[src/rtl/seq_bit_serializer.sv]
// Parallel-to-serial front end for the sequence detectors: WIDTH-bit words in, MSB-first bits out on x.
// Optional even-parity trailer bit when SEQ_SER_PARITY_EN is defined (adds the PAR state).
module seq_bit_serializer #(
    parameter int   WIDTH    = 8,
    parameter logic IDLE_BIT = 1'b0
) (
    input  logic             clk,
    input  logic             rst,
    input  logic [WIDTH-1:0] in_data,
    input  logic             in_valid,
    output logic             in_ready,
    output logic             x,
    output logic             x_valid,
    output logic             word_done,
    output logic             busy
);

    localparam int CW = $clog2(WIDTH + 1);
    localparam logic [CW-1:0] LAST = CW'(WIDTH);

    typedef enum logic [1:0] {
        IDLE,
        SHIFT
`ifdef SEQ_SER_PARITY_EN
        , PAR
`endif
    } state_t;

    state_t           state, state_n;
    logic             x_n, x_valid_n, word_done_n;
    logic [WIDTH-2:0] shift, shift_n;
    logic [CW-1:0]    cnt, cnt_n;
    logic             accept;
`ifdef SEQ_SER_PARITY_EN
    logic             par, par_n;
`endif

    // Without parity, the last payload cycle doubles as an accept slot for zero-gap streaming.
    always_comb begin
        in_ready = 1'b0;
        if (!rst) begin
            if (state == IDLE)
                in_ready = 1'b1;
`ifndef SEQ_SER_PARITY_EN
            else if (state == SHIFT && cnt == LAST)
                in_ready = 1'b1;
`endif
        end
    end

    assign accept = in_valid && in_ready;
    assign busy   = (state != IDLE);

    always_comb begin
        state_n     = state;
        x_n         = x;
        x_valid_n   = x_valid;
        word_done_n = 1'b0;
        shift_n     = shift;
        cnt_n       = cnt;
`ifdef SEQ_SER_PARITY_EN
        par_n       = par;
`endif
        case (state)
            IDLE: begin
                x_n       = IDLE_BIT;
                x_valid_n = 1'b0;
                if (accept) begin
                    state_n   = SHIFT;
                    x_n       = in_data[WIDTH-1];
                    x_valid_n = 1'b1;
                    shift_n   = in_data[WIDTH-2:0];
                    cnt_n     = 1;
`ifdef SEQ_SER_PARITY_EN
                    par_n     = ^in_data;
`endif
                end
            end
            SHIFT: begin
                if (cnt < LAST) begin
                    x_n     = shift[WIDTH-2];
                    shift_n = shift << 1;
                    cnt_n   = cnt + 1'b1;
`ifndef SEQ_SER_PARITY_EN
                    word_done_n = (cnt_n == LAST);
`endif
                end else begin
`ifdef SEQ_SER_PARITY_EN
                    state_n     = PAR;
                    x_n         = par;
                    x_valid_n   = 1'b1;
                    word_done_n = 1'b1;
`else
                    if (accept) begin
                        x_n       = in_data[WIDTH-1];
                        x_valid_n = 1'b1;
                        shift_n   = in_data[WIDTH-2:0];
                        cnt_n     = 1;
                    end else begin
                        state_n   = IDLE;
                        x_n       = IDLE_BIT;
                        x_valid_n = 1'b0;
                    end
`endif
                end
            end
`ifdef SEQ_SER_PARITY_EN
            PAR: begin
                state_n   = IDLE;
                x_n       = IDLE_BIT;
                x_valid_n = 1'b0;
            end
`endif
            default: begin
                state_n   = IDLE;
                x_n       = IDLE_BIT;
                x_valid_n = 1'b0;
            end
        endcase
    end

    always_ff @(posedge clk) begin
        if (rst) begin
            state     <= IDLE;
            x         <= IDLE_BIT;
            x_valid   <= 1'b0;
            word_done <= 1'b0;
            shift     <= '0;
            cnt       <= '0;
`ifdef SEQ_SER_PARITY_EN
            par       <= 1'b0;
`endif
        end else begin
            state     <= state_n;
            x         <= x_n;
            x_valid   <= x_valid_n;
            word_done <= word_done_n;
            shift     <= shift_n;
            cnt       <= cnt_n;
`ifdef SEQ_SER_PARITY_EN
            par       <= par_n;
`endif
        end
    end

endmodule

[config.mk]
export PLATFORM = sky130hd
export DESIGN_NAME = seq_bit_serializer
export DESIGN_NICKNAME = d
export VERILOG_FILES = /design/src/rtl/seq_bit_serializer.sv
export SDC_FILE = /design/constraint.sdc
export NUM_CORES = 1
export LEC_CHECK = 0
export ABC_AREA = 1
export CORE_MARGIN = 2
export CORE_UTILIZATION = 48
export CTS_BUF_LIST = sky130_fd_sc_hd__clkbuf_16
export CTS_CLUSTER_DIAMETER = 50
export DETAILED_ROUTE_END_ITERATION = 10
export PLACE_DENSITY = 0.86
export SYNTH_ARGS = -nofsm -noshare
export SYNTH_HDL_FRONTEND = slang
export SYNTH_SLANG_ARGS = --single-unit
export TNS_END_PERCENT = 10
[constraint.sdc]
create_clock -name clk -period 1.5 [get_ports clk]
set_input_delay 0.225 -clock clk [delete_from_list [all_inputs] [get_ports clk]]
set_output_delay 0.225 -clock clk [all_outputs]
set_load 0.005 [all_outputs]
* Yosys cells after proc, flatten, opt, wreduce, memory -nomap -nowiden
Index checks and enable logic that the tools add are counted.
Operators by class: bitwise operators 2, mux-type cells 19, reduce and logical (&&, ||, !) cells 7, equal/unequal tests 6, magnitude comparators 1, add/sub/neg operators 1
Operators by type and width (number):
- $mux W7 | 2
- $pmux W7 S2 | 1
- $eq A4 B4 Y1 const B | 2
- $mux W4 | 2
- $pmux W4 S2 | 1
- $mux W1 | 7
- $mux W2 | 3
- $ne A2 B2 Y1 const B | 3
- $add A4 B1 Y4 const B | 1
- $lt A4 B4 Y1 const B | 1
- $pmux W1 S2 | 2
- $pmux W2 S2 | 1
- $reduce_bool A2 Y1 | 2
- $reduce_and A3 Y1 | 1
- $reduce_or A3 Y1 | 1
- $eq A2 B1 Y1 const B | 1
- $logic_and A1 B1 Y1 | 2
- $logic_not A2 Y1 | 1
- $not A1 Y1 | 2
Storage, ports and cells: output and inout port bits 5, bits of input ports 11, logic and storage cells 42, bits in registers 16

* Depth between registers and ports, before layout
depth after elaboration 9, gate-level depth with buffers 10

* Worst setup path before layout
OpenSTA, ideal clock, no wires.
path type register to register, start point register cnt[0], end point register shift[5], stages on the path, launching flop included 11, setup slack 0.230 ns, data required time 1.391 ns, arrival 1.162 ns, buffers on the path 1, cells stage by stage dfxtp_1 > inv_1 > ha_1 > nand3_4 > nand2_4 > nand3_4 > buf_6 > nand2_2 > nand3_2 > nand2_1 > inv_1
On the way: cells in the longest elaborated chain, start to end 9, elaborated cells between the ends (all ways) 10, classes of those cells 1 x order compare; 1 x eq/ne; 6 x mux; 2 x reduce/logical
Ends and longest elaborated chain:
- start: declaration | line 32 | logic [CW-1:0] cnt, cnt_n;
- start signal: assignment | line 139 | cnt <= cnt_n;
- $eq A4 B4 Y1 | line 45 | else if (state == SHIFT && cnt == LAST)
- $logic_and A1 B1 Y1 | line 45
- $mux W1 | line 45
- $mux W1 | line 42 | if (state == IDLE)
- $mux W1 | line 41 | if (!rst) begin
- $logic_and A1 B1 Y1 | line 51 | assign accept = in_valid && in_ready;
- $mux W7
- $mux W7 | line 80 | if (cnt < LAST) begin
- $pmux W7 S2 (*) | line 64 | case (state)
- end signal: assignment | line 138 | shift <= shift_n;
- end: declaration | line 31 | logic [WIDTH-2:0] shift, shift_n;
Every way passes the cells marked *; elsewhere a longest branch is shown, timed or not. A chain may end at the register's enable or synchronous reset.

* Worst setup path in the final report
start point register state[0], end point output port busy
On the way: cells in the longest elaborated chain, start to end 1
Ends and longest elaborated chain:
- start: declaration | line 29 | state_t state, state_n;
- start signal: assignment | line 134 | state <= state_n;
- $reduce_bool A2 Y1 | line 52 | assign busy = (state != IDLE);
- end: declaration | line 15 | output logic busy
No other way between the ends.

==> summary.md <==
| Metric | Value |
|---|---|
| Final worst slack | 0.06462 ns |
| Buf+Inv Stages, Crit Path | 1 |
| Antenna violations before repair | 0 |
| RSZ-0062 raised after global routing | yes |
| Switch share | between 20% and 30% |
| Critical Path AT | 1.21 ns |
| Grt total ovfl | 0 |
| Hold_buf cts | 0 |
| # setup viols final | 0 |
| Share of layout cells above drive strength 1 | between 20 and 25% |
| Vias per cell | ~5.3 |
| Vias in the first global route | just over 700 |
| Max_cap viols | 0 |
| Maximum vdd drop | 0.0007655 V |
| Ys async rst share | 0% |
| Register share of total power | about 39% |
| Post-DP HPWL | between 1000 and 1500 um |
| Post-synthesis sequential area ratio | roughly two fifths |
| Fmax | roughly 700 MHz |
| Post-Route WL | between 1500 and 2000 um |
| Startpoint Class | register |
| Setup CP Type | register to output pin |
| CTS Buf Count | 3 |
| Core area | around 1500 sq um |
| Iter 0 DRT Violations | 11 |
| Clock power share | a little over two fifths |
| Tot GR Track Use | a little under a fifth |
| # nets final | around 150 |
| Post-synthesis cell count | slightly above 100 |
| Syn avg cell area | between 7 and 8 sq um |
| CTS sink count | 15 |
| Worst Skew | around 0.0019 ns |
| Pre-CTS WS | -0.02753 ns |
| HP Start | x_valid |
| WP data required | approximately 1.3 ns |
| Via count | 781 |
| Hold WC Path Type | register to register |
| Finished Core Util | between 70% and 80% |
| Switch Pwr | 0.2786 mW |
| Crit path capture type | output pin |
| Cell Area, Synth | ~770 sq um |
| N_diodes | 0 |
| Worst-path cell chain | clkdlybuf4s50_1 |
| Lkg Pwr | roughly 0.54 nW |
| Setup TNS | 0 ns |
| Worst slew pin tran | ~0.23 ns |
| Max-slew violations | 0 |
| Cell Area, Placed | around 990 sq um |
| IO Port Bufs | 15 |
| Slowest CP cell | clkdlybuf4s50_1 |
| H-tree depth | 1 |
| Largest delay share family, worst path | buffers and inverters |
| First-pass GRT wire length | around 2800 um |
| Chip width | about 44 um |
| Fin crit share | between 90 and 100% |
| CTS tree | built |
| Internal power | between 0.8 and 0.9 mW |
| Maximum buffer depth of the clock tree | 2 |
| Residual DRC | 0 |
| P&R area growth vs syn | 41.36% |
| CTS Root Cell | clkbuf_16 |
| Cell variety after synth | 22 |
| TritonRoute pass-1 iters | 4 |
| Status | complete, no violations |
| YS warnings | 0 |
| Combinational fraction of design power | 19.1% |
| Initial core utilization | 51.41% |
| Worst path max stage delay | roughly 0.54 ns |
| PwrDens | 1072 nW/um^2 |
| Post-synth EDFFs | 0 |
| Slew HR | about 85% |
| Placement Rows | 14 |
| CTS clock-pin slew for the worst setup and hold paths | ~0.040 ns |
| Final Hold Viols | 0 |
| Final instance area | 1095 sq um |
| Launch point of the worst path | state[0] |
| Chip Height | approximately 44 um |
| Fin crit period | between 1 and 1.5 ns |
| Worst-Skew Late Latency | between 0.2 and 0.25 ns |
| Die Area | between 1500 and 2000 sq um |
| Routability congestion estimate from global placement | ~0.8 |
| Synthesized net count | between 100 and 150 |
| Reg-to-Reg Start | cnt[0] |
| Critical Path Fanout Max | 5 |
| # IOs | 16 |
| Synth Flop Type | dfxtp_1 |
| Pin count of the biggest net entering global routing | 16 |
| ANT nets after route | 0 |
| Flops & latches, synth | 15 |
| DR WL/cell | roughly 11 um |
sequential cells by signal, summed over array words and instances, names as in the netlist:
name / cells
cnt: 4
shift: 7
state: 1
x_valid: 1
x: 1
word_done: 1
cell usage in the layout (no fill, tap or decap), drive strengths merged:
cell | synthesis | routed
dfxtp | 15 | 15
nand4 | 6 | 6
o2111ai | 1 | 1
buf | 2 | 12
a31oi | 1 | 1
nor2 | 5 | 5
inv | 22 | 23
nor4 | 1 | 1
ha | 2 | 2
clkdlybuf4s50 | 0 | 14
nand3 | 14 | 15
o21ai | 8 | 8
a21oi | 3 | 3
nand2 | 21 | 21
xor2 | 1 | 1
clkbuf | 1 | 4
logic make-up after synthesis:
kind of cell	after synthesis	share of synthesized area, %
AOI/OAI and AO/OA	13	9.046
adders and majority gates	2	3.231
DFF	15	38.77
and+or+nand+nor	47	33.76
buffers and inverters	25	14.05
xor gates and xnor gates	1	1.131
what timing repair did:
item,4_1_cts,5_1_grt
setup buffers,0,2
resized for setup,2,2
setup endpoints to repair,1,9
cloned,0,1
power by group through the flow:
stage,combinational [mW],clock [mW],sequential [mW]
final,0.224,0.497,0.453
after global routing,0.251,0.534,0.455
after CTS,0.215,0.506,0.452
after detailed placement,0.214,0,0.460
after global placement,0.207,0,0.458
after floorplan,0.127,0,0.458
cell type report:
class,instances,area (sq um)
Multi-Input combinational cell,64,377.9
Tap cell,16,20.02
Sequential cell,15,300.3
Clock inverter,1,3.754
Inverter,22,82.58
Timing Repair Buffer,27,235.2
Clock buffer,3,75.07
Fill cell,127,411.6
path summary, 6_finish.rpt:
kind,to,slack (ns),cells after the start
setup / recovery,busy,0.06,1
hold / removal,x_valid,0.50,2
setup reg to reg,cnt[3],0.11,9
hold reg to reg,x_valid,0.50,2
cell usage after synthesis (2+ instances only):
master    n  area [sq um]
a21oi_1   3         15.01
buf_6     2         22.52
dfxtp_1  15         300.3
ha_1      2         25.02
inv_1    20         75.07
inv_2     2         7.510
nand2_1  18         67.56
nand2_2   2         12.51
nand3_1  11         55.05
nand3_4   2         35.03
nand4_1   6         37.54
nor2_1    4         15.01
o21ai_0   7         35.03
through the flow:
stage | hold slack, ns | power [mW] | std cells
floorplan | 0.2941 | 0.5855 | 103
global placement | 0.4582 | 0.6650 | 141
detailed placement | 0.4624 | 0.6737 | 141
CTS | 0.4948 | 1.173 | 145
global route | 0.5088 | 1.240 | 148
finish | 0.4978 | 1.174 | 148
routing by layer:
metal / vias to the layer above / share of wire, % / global-route usage, %
met5: - / 0 / 0
met4: 0 / 2.9 / 8.485
met3: 7 / 4.6 / 4.082
met2: 22 / 49 / 33.82
met1: 356 / 43 / 22.03
li1: 396 / - / -
No activity file was read; power rests on OpenSTA's default activity.
